===== config.mk =====
export PLATFORM = sky130hd
export DESIGN_NAME = lcd_8080_responder
export DESIGN_NICKNAME = d
export VERILOG_FILES = /design/src/rtl/lcd_8080_pkg.sv /design/src/rtl/lcd_bus_sync.sv /design/src/rtl/lcd_8080_responder.sv
export SDC_FILE = /design/constraint.sdc
export NUM_CORES = 1
export LEC_CHECK = 0
export BUFFER_PORTS_ARGS = -buffer_cell sky130_fd_sc_hd__buf_2
export CORE_MARGIN = 5
export CORE_UTILIZATION = 53
export CTS_CLUSTER_SIZE = 25
export DETAILED_ROUTE_END_ITERATION = 8
export PLACE_DENSITY = 0.81
export SKIP_LAST_GASP = 1
export SYNTH_ARGS = -nofsm -noshare
export SYNTH_HDL_FRONTEND = slang
export SYNTH_HIERARCHICAL = 1
export SYNTH_SLANG_ARGS = --single-unit

===== constraint.sdc =====
create_clock -name clk -period 3.43 [get_ports clk]
set_input_delay 0.1715 -clock clk [delete_from_list [all_inputs] [get_ports clk]]
set_output_delay 0.1715 -clock clk [all_outputs]
set_load 0.02 [all_outputs]

===== src/rtl/lcd_8080_pkg.sv =====
// Shared opcodes, FSM states, bus record and ID table for the 8080 LCD responder.
package lcd_8080_pkg;

   localparam logic [7:0] CMD_SWRESET = 8'h01;
   localparam logic [7:0] CMD_CASET   = 8'h2A;
   localparam logic [7:0] CMD_PASET   = 8'h2B;
   localparam logic [7:0] CMD_RAMWR   = 8'h2C;
   localparam logic [7:0] CMD_RDID    = 8'hD3;

   typedef enum logic [2:0] {
      IDLE  = 3'd0,
      CASET = 3'd1,
      PASET = 3'd2,
      RAMWR = 3'd3,
      RDID  = 3'd4
   } state_t;

   typedef struct packed {
      logic        cs_n;
      logic        rs;
      logic        wr_n;
      logic        rd_n;
      logic        rst_n;
      logic [15:0] dat;
   } bus_t;

   localparam bus_t BUS_IDLE = '{cs_n: 1'b1, rs: 1'b0, wr_n: 1'b1, rd_n: 1'b1,
                                 rst_n: 1'b1, dat: 16'h0000};

   // Element [0] is the first word returned after the RDID opcode.
   localparam logic [3:0][15:0] ID_WORDS = {16'h0041, 16'h0093, 16'h0000, 16'h0000};

   function automatic logic [15:0] id_word(input logic [1:0] idx, input logic past_end);
      return past_end ? 16'h0000 : ID_WORDS[idx];
   endfunction

endpackage


===== src/rtl/lcd_bus_sync.sv =====
// Two-flop synchronizer for the async 8080 strobes plus WR/RD edge detection.
// Latency: events fire 2 cycles after the pin change; no backpressure.
module lcd_bus_sync
   import lcd_8080_pkg::*;
(
   input  logic        clk,
   input  logic        rst,
   input  bus_t        bus_async,
   output logic        s_rs,
   output logic        s_rst_n,
   output logic [15:0] s_dat,
   output logic        wr_evt,
   output logic        rd_fall,
   output logic        rd_rise
);

   bus_t meta;
   bus_t bus;
   logic wr_q;
   logic rd_q;

   always_ff @(posedge clk or posedge rst) begin
      if (rst) begin
         meta <= BUS_IDLE;
         bus  <= BUS_IDLE;
         wr_q <= 1'b1;
         rd_q <= 1'b1;
      end else begin
         meta <= bus_async;
         bus  <= meta;
         wr_q <= bus.wr_n;
         rd_q <= bus.rd_n;
      end
   end

   // RS and data come from the same stage as the WR sample that makes the edge.
   assign wr_evt  = bus.wr_n & ~wr_q & ~bus.cs_n;
   assign rd_fall = ~bus.rd_n & rd_q & ~bus.cs_n;
   assign rd_rise = bus.rd_n & ~rd_q;
   assign s_rs    = bus.rs;
   assign s_rst_n = bus.rst_n;
   assign s_dat   = bus.dat;

endmodule


===== src/rtl/lcd_8080_responder.sv =====
// 8080-bus LCD controller model: decodes CASET/PASET/RAMWR/RDID and streams pixels.
// Latency: pixel 1 cycle after sync'd write; a pixel meeting a stalled output is dropped (pix_ovf).
module lcd_8080_responder
   import lcd_8080_pkg::*;
#(
   parameter int H_RES = 240,
   parameter int V_RES = 320
) (
   input  logic        clk,
   input  logic        rst,
   input  logic        LCD_CS,
   input  logic        LCD_RS,
   input  logic        LCD_WR,
   input  logic        LCD_RD,
   input  logic        LCD_RST,
   input  logic [15:0] lcd_data_i,
   output logic [15:0] lcd_data_o,
   output logic        lcd_data_oe,
   output logic        pix_valid,
   output logic [8:0]  pix_x,
   output logic [8:0]  pix_y,
   output logic [15:0] pix_data,
   input  logic        pix_ready,
   output logic        pix_ovf
);

   localparam logic [8:0] EC_DEF = 9'(H_RES - 1);
   localparam logic [8:0] EP_DEF = 9'(V_RES - 1);

   bus_t        bus_async;
   logic        s_rs;
   logic        s_rst_n;
   logic [15:0] s_dat;
   logic        wr_evt;
   logic        rd_fall;
   logic        rd_rise;

   state_t      state;
   logic [1:0]  idx;
   logic        id_done;
   logic [8:0]  sc, ec, sp, ep;
   logic [8:0]  cur_x, cur_y;
   logic        cmd_wr;
   logic        dat_wr;
   logic        soft_rst;

   assign bus_async = {LCD_CS, LCD_RS, LCD_WR, LCD_RD, LCD_RST, lcd_data_i};

   lcd_bus_sync u_sync (
      .clk       (clk),
      .rst       (rst),
      .bus_async (bus_async),
      .s_rs      (s_rs),
      .s_rst_n   (s_rst_n),
      .s_dat     (s_dat),
      .wr_evt    (wr_evt),
      .rd_fall   (rd_fall),
      .rd_rise   (rd_rise)
   );

   assign cmd_wr   = wr_evt & ~s_rs;
   assign dat_wr   = wr_evt & s_rs;
   assign soft_rst = ~s_rst_n | (cmd_wr & (s_dat[7:0] == CMD_SWRESET));

   always_ff @(posedge clk or posedge rst) begin
      if (rst) begin
         state       <= IDLE;
         idx         <= 2'd0;
         id_done     <= 1'b0;
         sc          <= 9'd0;
         ec          <= EC_DEF;
         sp          <= 9'd0;
         ep          <= EP_DEF;
         cur_x       <= 9'd0;
         cur_y       <= 9'd0;
         pix_valid   <= 1'b0;
         pix_x       <= 9'd0;
         pix_y       <= 9'd0;
         pix_data    <= 16'h0000;
         pix_ovf     <= 1'b0;
         lcd_data_o  <= 16'h0000;
         lcd_data_oe <= 1'b0;
      end else begin
         if (pix_valid && pix_ready)
            pix_valid <= 1'b0;

         if (rd_fall) begin
            lcd_data_oe <= 1'b1;
            lcd_data_o  <= (state == RDID) ? id_word(idx, id_done) : 16'h0000;
         end else if (rd_rise && lcd_data_oe) begin
            lcd_data_oe <= 1'b0;
            // idx parks at 3; id_done makes every later read return zero.
            if (state == RDID) begin
               if (idx == 2'd3)
                  id_done <= 1'b1;
               else
                  idx <= idx + 2'd1;
            end
         end

         if (soft_rst) begin
            sc        <= 9'd0;
            ec        <= EC_DEF;
            sp        <= 9'd0;
            ep        <= EP_DEF;
            state     <= IDLE;
            idx       <= 2'd0;
            id_done   <= 1'b0;
            pix_valid <= 1'b0;
         end else if (cmd_wr) begin
            idx     <= 2'd0;
            id_done <= 1'b0;
            case (s_dat[7:0])
               CMD_CASET: state <= CASET;
               CMD_PASET: state <= PASET;
               CMD_RAMWR: begin
                  state <= RAMWR;
                  cur_x <= sc;
                  cur_y <= sp;
               end
               CMD_RDID:  state <= RDID;
               default:   state <= IDLE;
            endcase
         end else if (dat_wr) begin
            case (state)
               CASET, PASET: begin
                  if (state == CASET) begin
                     case (idx)
                        2'd0: sc[8]   <= s_dat[0];
                        2'd1: sc[7:0] <= s_dat[7:0];
                        2'd2: ec[8]   <= s_dat[0];
                        default: ec[7:0] <= s_dat[7:0];
                     endcase
                  end else begin
                     case (idx)
                        2'd0: sp[8]   <= s_dat[0];
                        2'd1: sp[7:0] <= s_dat[7:0];
                        2'd2: ep[8]   <= s_dat[0];
                        default: ep[7:0] <= s_dat[7:0];
                     endcase
                  end
                  idx <= idx + 2'd1;
                  if (idx == 2'd3)
                     state <= IDLE;
               end
               RAMWR: begin
                  if (pix_valid && !pix_ready) begin
                     pix_ovf <= 1'b1;
                  end else begin
                     pix_valid <= 1'b1;
                     pix_x     <= cur_x;
                     pix_y     <= cur_y;
                     pix_data  <= s_dat;
                  end
                  // The cursor moves even when the pixel is dropped.
                  if (cur_x == ec) begin
                     cur_x <= sc;
                     cur_y <= (cur_y == ep) ? sp : cur_y + 9'd1;
                  end else begin
                     cur_x <= cur_x + 9'd1;
                  end
               end
               default: ;
            endcase
         end
      end
   end

endmodule


==> results of run 1 <==
==> routing by layer <==
layer  GRT usage, %  wire length, microns
met2           31.6                  6340
met3           6.07                  1020
met5              0                     0
met4           6.44                   359
met1           25.7                  5600
==> critical path, stage by stage, from the launching register on <==
cell and delay (ns):
dfstp_2 0.53, nor3b_2 0.29, nand2b_1 0.34, o31ai_4 0.55, a21o_1 0.36, nor2_2 0.17
a221o_1 0.34
==> cells by family (layout without fill, tap and decap cells) <==
kind of cell | after synthesis | after routing | synth area share [%]
flip-flops | 144 | 144 | 57.7
AND/OR/NAND/NOR | 134 | 134 | 10.6
AO/OA/AOI/OAI | 86 | 86 | 8.78
buffers and inverters | 76 | 150 | 6.85
multiplexers | 59 | 59 | 11.8
XOR/XNOR | 20 | 20 | 2.78
adder cells (fa/ha/maj) | 7 | 7 | 1.39
other | 1 | 11 | 0.0595
==> area by class of cell <==
class	count	area [sq um]	share of cell area [%]
inverters	25	96.3	1.31
clock buffers	20	457	6.23
multi-input cells	317	2280	31.1
flip-flops and latches	144	3630	49.5
well taps	143	179	2.44
repair buffers	93	591	8.05
clock inverters	12	100	1.36
==> synth_stat cells, types with 3 or more instances <==
library cell / number / share of area, %
a211oi_1: 4 / 0.48
a21o_1: 3 / 0.36
a21oi_1: 19 / 1.5
a22oi_1: 7 / 0.83
a2bb2oi_1: 7 / 0.97
and3_1: 4 / 0.40
buf_2: 6 / 0.48
buf_4: 29 / 3.5
buf_6: 4 / 0.71
clkbuf_1: 12 / 0.71
dfrtp_1: 120 / 48
dfstp_2: 24 / 10
ha_1: 7 / 1.4
inv_1: 25 / 1.5
mux2_2: 4 / 0.71
mux2_4: 30 / 7.1
mux2i_1: 25 / 4.0
nand2_1: 60 / 3.6
nand2b_1: 3 / 0.30
nand3_1: 12 / 0.95
nand4_1: 10 / 0.99
nor2_1: 13 / 0.77
nor3_1: 11 / 0.87
nor3b_1: 3 / 0.36
nor3b_2: 3 / 0.60
o211ai_1: 3 / 0.36
o21ai_0: 30 / 2.4
xnor2_1: 20 / 2.8
==> worst paths after layout <==
| path | end | cells past startpoint | start |
|---|---|---|---|
| max | cur_x[0] | 6 | u_sync/bus[18] |
| min | pix_ovf | 3 | pix_ready |
| max reg2reg | cur_x[0] | 6 | u_sync/bus[18] |
| min reg2reg | u_sync/s_dat[2] | 0 | u_sync/meta[2] |
| max in group asynchronous | lcd_data_oe | 4 | rst |
| min in group asynchronous | u_sync/meta[4] | 3 | rst |
==> state kept, by name (all words and copies together) (netlist names), 2 cells and up <==
| name | cells |
|---|---|
| lcd_data_o | 3 |
| idx | 2 |
| state | 3 |
| u_sync/bus | 3 |
| cur_y | 9 |
| ep | 9 |
| pix_x | 9 |
| ec | 9 |
| u_sync/s_dat | 16 |
| u_sync/meta | 21 |
| pix_y | 9 |
| cur_x | 9 |
| pix_data | 16 |
| sc | 9 |
| sp | 9 |
==> layout by cell type (no fill, tap or decap), types with 12 or more instances in the layout <==
cell,n
mux2_4,30
dfrtp_1,120
xnor2_1,20
buf_2,65
nand3_1,12
mux2i_1,25
a21oi_1,19
nand2_1,60
nor2_1,13
clkbuf_16,17
dfstp_2,24
inv_1,24
dlygate4sd3_1,22
o21ai_0,30
==> where the power goes <==
group	switching (mW)	total (mW)	internal, mW
combinational	0.100	0.159	0.0587
clock	0.749	1.73	0.978
sequential	0.0398	1.80	1.76
total	0.889	3.68	2.80
==> repair_timing <==
| item | CTS | global route |
|---|---|---|
| hold endpoints to repair | 28 | 0 |
| setup endpoints to repair | 0 | 0 |
| hold buffers | 22 | 0 |
==> metrics by stage <==
step	instance area (sq um)	setup WS, ns	power, mW	instances
global placement	6560	0.896	1.96	700
finish	7340	0.745	3.68	754
global route	7340	0.523	3.81	754
floorplan	6340	0.663	1.94	537
CTS	7340	0.760	3.70	754
detailed placement	6560	0.828	1.97	700
==> key figures, run 1 <==
Run status
  • Status: finished, final reports clean

Synth
  • Synthesized instance count: 527
  • Yosys warns: 6
  • Number of synthesized register bits: 144
  • EDFF count, synth: 0
  • Syn_area_per_cell: 12.0 sq um
  • Yosys cell types: 50
  • Predominant post-synthesis flop cell: dfrtp_1
  • Ys async rst share: 100%
  • Seq/Total Area, Yosys: 57.7%
  • Synthesized cell area: 6300 sq um

Clocking
  • CTS root buf: clkbuf_16
  • CTS tree: built
  • Clock Pin Slew Worst Setup and Hold Paths: 0.06 ns
  • Clock Path Buffers: 2
  • Skew-Pair Late Insertion Delay: 0.43 ns
  • PostCTS Resize Cnt: 0
  • Post-CTS setup buffers: 0
  • Inserted Clock Buffers: 17
  • H-tree level count: 4
  • CTS sink cnt: 144

Floorplanning
  • I/O pins: 77
  • Core area: 11500 sq um
  • Die Height: 119 microns
  • Die area: 14200 sq um
  • Die X: 119 microns
  • Initial Util: 54.7%
  • FP Rows: 39

Cells and area
  • Share of cells above drive strength 1: 27.8%
  • Fill count: 847
  • Nets: 629
  • Post-route core utilization: 63.7%
  • Area delta synth->final: 16.4%
  • Antenna diode count: 0

Pwr
  • Leakage power: 3.52 nW
  • Pwr dens: 502 nW/um^2
  • Worst vdd ir: 0.598 mV

Drt
  • Routed len/inst: 17.7 microns
  • Initial DRC Count: 344
  • Via count: 4261
  • WL final: 13300 microns
  • Post-route antenna net violation count: 0
  • Post-route DRC: 0
  • Drt pass-1 iters: 5
  • Vias/cell: 5.65

Global route
  • First-pass GRT wire length: 22300 microns
  • Vias in the first global route: 4350
  • Largest net degree at the start of global routing: 95
  • Grt ovf: 0
  • GR Util All Layers: 19.7%
  • Initial antenna violation count: 0

STA
  • Fmax: 0.372 GHz
  • Setup TNS: 0 ns
  • Fin. Hold Viols: 0
  • RSZ-0062 raised after global routing: false
  • Slew Limit Fails: 0
  • WHS: 0.143 ns
  • Max_slew headroom: 23.2%
  • Worst-Margin Slew: 1.15 ns
  • Final min period: 2.68 ns
  • Max Clock Skew: 0.00933 ns
  • Period Utilization, post-route: 78.3%
  • Final setup violation count: 0

Worst hold path
  • Worst hold-check path type: in -> reg

Setup path
  • Crit path kind: reg -> reg
  • CP Capture Type: flop
  • CP Launch Type: flop
  • R2R setup slack: 0.75 ns
  • WP data arrival: 2.99 ns
  • Critical Path Fanout Max: 11
  • Required time worst endpoint: 3.74 ns

Run
  • Max-cap violations: 0

Placed design
  • PortBufs: 65
  • Post-DP HPWL: 8680 microns
  • GP Congestion: 0.880
No activity file was read; power rests on OpenSTA's default activity.
==> run 2, diff against run 1 <==
==> constraint.sdc (replaced) <==
create_clock -name clk -period 2.8 [get_ports clk]
set_input_delay 0.14 -clock clk [delete_from_list [all_inputs] [get_ports clk]]
set_output_delay 0.14 -clock clk [all_outputs]
set_load 0.02 [all_outputs]
==> key figures, run 2 (synthesis gave the netlist of run 1 again) <==
Clocking
  • H-tree level count: 4 (unchanged)
  • PostCTS Resize Cnt: 0 (unchanged)
  • Clock Pin Slew Worst Setup and Hold Paths: 0.06 ns (about the same)
  • Clock Path Buffers: 2 (unchanged)
  • CTS sink cnt: 144 (unchanged)
  • Inserted Clock Buffers: 17 (unchanged)
  • Post-CTS setup buffers: 0 (unchanged)
  • CTS tree: built (unchanged)
  • Skew-Pair Late Insertion Delay: 0.42 ns (was 0.43 ns)
  • CTS root buf: clkbuf_16 (unchanged)

Floorplanning
  • I/O pins: 77 (unchanged)
  • Die Height: 119 microns (unchanged)
  • Core area: 11500 sq um (unchanged)
  • Die X: 119 microns (unchanged)
  • Die area: 14200 sq um (unchanged)
  • Initial Util: 54.7% (unchanged)
  • FP Rows: 39 (unchanged)

STA
  • Fin. Hold Viols: 0 (unchanged)
  • Fmax: 0.387 GHz (was 0.372 GHz)
  • Final worst setup slack: 0.219 ns (was 0.745 ns)
  • Final setup violation count: 0 (unchanged)
  • Slew Limit Fails: 0 (unchanged)
  • Worst-Margin Slew: 1.02 ns (was 1.15 ns)
  • Max Clock Skew: 0.00963 ns (was 0.00933 ns)
  • WHS: 0.107 ns (was 0.143 ns)
  • Final min period: 2.58 ns (was 2.68 ns)
  • Period Utilization, post-route: 92.2% (was 78.3%)
  • Setup TNS: 0 ns (unchanged)
  • RSZ-0062 raised after global routing: false (unchanged)
  • Max_slew headroom: 31.9% (was 23.2%)

Drt
  • Vias/cell: 5.44 (was 5.65)
  • Post-Route M1 WL: 5560 microns (was 5600 microns)
  • Initial DRC Count: 306 (was 344)
  • Drt pass-1 iters: 5 (unchanged)
  • Routed wl met2: 6760 microns (was 6340 microns)
  • Post-route antenna net violation count: 0 (unchanged)
  • Post-route DRC: 0 (unchanged)
  • WL final: 13200 microns (was 13300 microns)
  • Via count: 4134 (was 4261)
  • Routed len/inst: 17.3 microns (was 17.7 microns)
  • Uppermost layer routed: met4 (unchanged)
  • Met3 Wirelength: 656 microns (was 1020 microns)

Global route
  • Largest net degree at the start of global routing: 60 (was 95)
  • Vias in the first global route: 4340 (was 4350)
  • Initial antenna violation count: 0 (unchanged)
  • GR Util All Layers: 19.3% (was 19.7%)
  • First-pass GRT wire length: 22000 microns (was 22300 microns)
  • Grt ovf: 0 (unchanged)

Setup path
  • CP Launch Type: flop (unchanged)
  • CP Capture Type: flop (unchanged)
  • Critical Path Fanout Max: 25 (was 11)
  • Worst path max stage delay: 0.65 ns (was 0.55 ns)
  • WP data arrival: 2.88 ns (was 2.99 ns)
  • CP Cell Sequence: nor3b_2 -> nand4_1 -> nor3b_4 -> buf_12 -> mux2_4 (was nor3b_2 -> nand2b_1 -> o31ai_4 -> a21o_1 -> nor2_2 -> a221o_1)
  • Required time worst endpoint: 3.09 ns (was 3.74 ns)
  • CP max-delay cell: nor3b_4 (was o31ai_4)
  • Crit path kind: reg -> reg (unchanged)

Cells and area
  • Fill count: 828 (was 847)
  • Share of cells above drive strength 1: 28.5% (was 27.8%)
  • Sequential cell area: 3630 sq um (unchanged)
  • Max reg flops: 21 (unchanged)
  • Most common cell after layout, fill and taps aside: dfrtp_1 (unchanged)
  • Area delta synth->final: 17.4% (was 16.4%)
  • Nets: 635 (was 629)
  • Area of the multi-input gates: 2280 sq um (unchanged)
  • Reg with most FFs: u_sync/meta (unchanged)
  • Antenna diode count: 0 (unchanged)
  • Most frequent cells in the layout: 120 x dfrtp_1, 65 x buf_2, 60 x nand2_1, 30 x o21ai_0, 30 x mux2_4 (unchanged)

Run
  • Max-cap violations: 0 (unchanged)

Run status
  • Status: finished, final reports clean (unchanged)

Worst hold path
  • Worst hold-check path type: in -> reg (unchanged)

Pwr
  • Leakage power: 3.55 nW (was 3.52 nW)
  • Worst vdd ir: 0.525 mV (was 0.598 mV)
  • Pwr dens: 609 nW/um^2 (was 502 nW/um^2)

Placed design
  • GP Congestion: 0.860 (was 0.880)
  • Post-DP HPWL: 8610 microns (was 8680 microns)
  • Dpl ws: 0.283 ns (was 0.828 ns)
  • PortBufs: 65 (unchanged)
run 2: changes by cell type in the layout (fill, tap and decap cells not counted), sizes merged:
cell      before  now
clkbuf        20   18
inv           30   33
clkinvlp       3    2
buf           71   77
run 2: path summary, 6_finish.rpt:
| path | from | end | slack, ns | cells past startpoint |
|---|---|---|---|---|
| worst max-delay path | u_sync/bus[18] | pix_y[2] | 0.22 | 5 |
| worst min-delay path | pix_ready | pix_ovf | 0.11 | 3 |
| worst max register to register | u_sync/bus[18] | pix_y[2] | 0.22 | 5 |
| worst min register to register | u_sync/meta[0] | u_sync/s_dat[0] | 0.35 | 0 |
| max in group asynchronous | rst | ec[2] | 1.69 | 4 |
| min in group asynchronous | rst | lcd_data_oe | 0.35 | 3 |
run 2: metrics by stage:
step	util, %	cell area [sq um]	instances	power (mW)
floorplan	-	6340	537	2.37
finish	64.3	7400	760	4.50
global route	64.3	7400	760	4.66
CTS	64.3	7400	760	4.53
global placement	57.6	6630	706	2.41
detailed placement	57.6	6630	706	2.42
run 2: routing by layer:
layer	vias to the layer above	global-route usage, %
met5	-	0
met4	0	7.10
met3	17	5.07
met2	126	31.4
met1	2061	25.0
li1	1930	-
run 2: what timing repair did:
action	in CTS	in global routing
endpoints found under the hold margin	89	0
setup endpoints to repair	0	0
hold buffers	22	0
run 2: worst max-delay path: cells and delay by family (launching register included):
kind / cells / cell delay (ns)
simple gates: 3 / 1.28
flops: 1 / 0.53
mux: 1 / 0.32
buf+inv: 1 / 0.30
run 2: area by class of cell:
class                           instances  area share (%)
Multi-Input combinational cell        317            30.8
Tap cell                              143            2.42
Clock buffer                           18            5.80
Inverter                               25            1.30
Sequential cell                       144            49.1
Timing Repair Buffer                   99            8.93
Clock inverter                         14            1.64
run 2: report_power, final:
part	switching, mW	leakage, nW	internal [mW]	total, mW
combinational	0.129	1.46	0.0782	0.208
clock	0.936	0.267	1.16	2.10
sequential	0.0420	1.83	2.16	2.20
total	1.11	3.55	3.40	4.50
==> run 3, diff against run 2 <==
--- a/config.mk
+++ b/config.mk
@@ -10,7 +10,8 @@
 export CORE_UTILIZATION = 53
 export CTS_CLUSTER_SIZE = 25
 export DETAILED_ROUTE_END_ITERATION = 8
-export PLACE_DENSITY = 0.81
+export HOLD_SLACK_MARGIN = 0.02
+export PLACE_DENSITY = 0.74
 export SKIP_LAST_GASP = 1
 export SYNTH_ARGS = -nofsm -noshare
 export SYNTH_HDL_FRONTEND = slang
==> key figures, run 3 (synthesis gave the netlist of run 1 again) <==
STA
  • RSZ-0062 raised after global routing: false (unchanged)
  • Max_slew headroom: 31.6% (was 31.9%)
  • Worst-Margin Slew: 1.03 ns (was 1.02 ns)
  • Fmax: 0.389 GHz (was 0.387 GHz)
  • Max Clock Skew: 0.00997 ns (was 0.00963 ns)
  • Setup TNS: 0 ns (unchanged)
  • WHS: 0.0863 ns (was 0.107 ns)
  • Final min period: 2.57 ns (was 2.58 ns)
  • Slew Limit Fails: 0 (unchanged)
  • Fin. Hold Viols: 0 (unchanged)
  • Final setup violation count: 0 (unchanged)
  • Period Utilization, post-route: 91.7% (was 92.2%)
  • Final worst setup slack: 0.232 ns (was 0.219 ns)

Pwr
  • Leakage power: 3.61 nW (was 3.55 nW)
  • Worst vdd ir: 0.497 mV (was 0.525 mV)
  • Pwr dens: 642 nW/um^2 (was 609 nW/um^2)
  • Total power: 4.82 mW (was 4.50 mW)

Placed design
  • Dpl ws: 0.249 ns (was 0.283 ns)
  • GP Congestion: 0.832 (was 0.860)
  • Post-DP HPWL: 8810 microns (was 8610 microns)
  • PortBufs: 65 (unchanged)
  • Post-DP Area: 6650 sq um (was 6630 sq um)
  • Cells after DPL: 710 (was 706)

Clocking
  • CTS root buf: clkbuf_16 (unchanged)
  • Inserted Clock Buffers: 17 (unchanged)
  • PostCTS Resize Cnt: 0 (unchanged)
  • Post-CTS setup buffers: 0 (unchanged)
  • CTS sink cnt: 144 (unchanged)
  • CTS tree: built (unchanged)
  • Clock Path Buffers: 2 (unchanged)
  • Skew-Pair Late Insertion Delay: 0.42 ns (about the same)
  • Clock Pin Slew Worst Setup and Hold Paths: 0.06 ns (about the same)
  • H-tree level count: 4 (unchanged)

Setup path
  • Worst r2r dst: pix_y[3] (was pix_y[2])
  • Required time worst endpoint: 3.10 ns (was 3.09 ns)
  • CP Launch Type: flop (unchanged)
  • CP Capture Type: flop (unchanged)
  • Top cell family by delay on the critical path: simple AND/OR/NAND/NOR gates (unchanged)
  • R2r startpoint: u_sync/bus[18] (unchanged)
  • R2R cell count: 5 (unchanged)
  • CP max-delay cell: nor3b_4 (unchanged)
  • Worst path max stage delay: 0.67 ns (was 0.65 ns)
  • Crit path kind: reg -> reg (unchanged)
  • CP Cell Sequence: nor3b_2 -> nand4_1 -> nor3b_4 -> buf_12 -> mux2_4 (unchanged)
  • Critical Path Fanout Max: 25 (unchanged)
  • CP Buf/Inv Count: 1 (unchanged)
  • WP data arrival: 2.87 ns (was 2.88 ns)
  • R2R setup slack: 0.23 ns (was 0.22 ns)

Drt
  • Post-route antenna net violation count: 0 (unchanged)
  • Drt pass-1 iters: 4 (was 5)
  • Post-route DRC: 0 (unchanged)
  • WL final: 12700 microns (was 13200 microns)
  • Initial DRC Count: 223 (was 306)
  • Via count: 4095 (was 4134)
  • Routed len/inst: 16.6 microns (was 17.3 microns)
  • Vias/cell: 5.36 (was 5.44)

Cells and area
  • Most frequent cells in the layout: 120 x dfrtp_1, 65 x buf_2, 60 x nand2_1, 30 x o21ai_0, 30 x mux2_4 (unchanged)
  • Final Cell Area: 7510 sq um (was 7400 sq um)
  • Nets: 639 (was 635)
  • Post-route core utilization: 65.2% (was 64.3%)
  • Area delta synth->final: 19.2% (was 17.4%)
  • Share of cells above drive strength 1: 29.1% (was 28.5%)
  • Max reg flops: 21 (unchanged)
  • Antenna diode count: 0 (unchanged)
  • Most common cell after layout, fill and taps aside: dfrtp_1 (unchanged)
  • Fill count: 837 (was 828)
  • Reg with most FFs: u_sync/meta (unchanged)
  • Final Instance Count excl. Fillers: 764 (was 760)

Global route
  • First-pass GRT wire length: 21600 microns (was 22000 microns)
  • Vias in the first global route: 4254 (was 4340)
  • Largest net degree at the start of global routing: 48 (was 60)
  • GR Util All Layers: 19.2% (was 19.3%)
  • Grt ovf: 0 (unchanged)
  • Initial antenna violation count: 0 (unchanged)

Floorplanning
  • Die area: 14200 sq um (unchanged)
  • Die X: 119 microns (unchanged)
  • FP Rows: 39 (unchanged)
  • Die Height: 119 microns (unchanged)
  • I/O pins: 77 (unchanged)
  • Core area: 11500 sq um (unchanged)
  • Initial Util: 54.7% (unchanged)

Worst hold path
  • Hold path start: pix_ready (unchanged)
  • Worst hold-check path type: in -> reg (unchanged)
  • Cell count of the worst hold path: 3 (unchanged)
  • Worst Hold End: pix_valid (was pix_ovf)

Run
  • Max-cap violations: 0 (unchanged)

Run status
  • Status: finished, final reports clean (unchanged)
==> run 3: changes by cell type in the layout (fill, tap and decap cells not counted) <==
| cell | previous run | this run |
|---|---|---|
| clkbuf_8 | 0 | 1 |
| inv_8 | 2 | 1 |
| clkinv_4 | 3 | 4 |
| clkbuf_1 | 1 | 0 |
| inv_6 | 6 | 2 |
| buf_12 | 2 | 1 |
| buf_4 | 10 | 15 |
| bufinv_16 | 0 | 4 |
==> run 3: power breakdown <==
part	leakage [nW]	internal [mW]	switching [mW]	total (mW)
registers	1.83	2.16	0.0371	2.19
logic	1.48	0.0798	0.131	0.211
clock network	0.309	1.53	0.889	2.42
total	3.61	3.76	1.06	4.82
==> run 3: layout make-up <==
class | count | area, sq um | share of cell area (%)
clock inverter | 14 | 204 | 2.72
multi-input combinational | 317 | 2280 | 30.4
clock buffer | 18 | 439 | 5.85
inverter | 25 | 96.3 | 1.28
sequential | 144 | 3630 | 48.4
tap | 143 | 179 | 2.38
timing repair buffer | 103 | 678 | 9.03
==> run 3: layer usage <==
| metal | vias to the layer above | track usage [%] | routed length (microns) |
|---|---|---|---|
| met5 | - | 0 | 0 |
| met4 | 0 | 7.46 | 189 |
| met3 | 16 | 4.83 | 730 |
| met2 | 125 | 30.8 | 6160 |
| met1 | 2014 | 25.2 | 5590 |
| li1 | 1940 | - | - |
==> run 3: how the worst max path moves through the flow <==
stage / startpoint / to / slack, ns / cells past startpoint
2_1_floorplan: rst / cur_x[0] / 0.06 / 1
3_3_place_gp: u_sync/bus[18] / pix_y[6] / 0.34 / 5
3_5_place_dp: u_sync/bus[18] / pix_y[3] / 0.25 / 5
4_1_cts: u_sync/bus[18] / pix_y[3] / 0.24 / 5
5_1_grt: u_sync/bus[18] / pix_x[5] / 0.11 / 5
6_report: u_sync/bus[18] / pix_y[3] / 0.23 / 5
==> run 3: worst reg2reg max path: stages, from the launching register on <==
cell and delay, ns:
dfstp_2 0.53, nor3b_2 0.28, nand4_1 0.31, nor3b_4 0.67
buf_12 0.30, mux2_4 0.35
==> run 3: timing repair <==
action	4_1_cts	5_1_grt
endpoints found under the setup margin	0	0
endpoints found under the hold margin	97	0
hold buffers	22	0
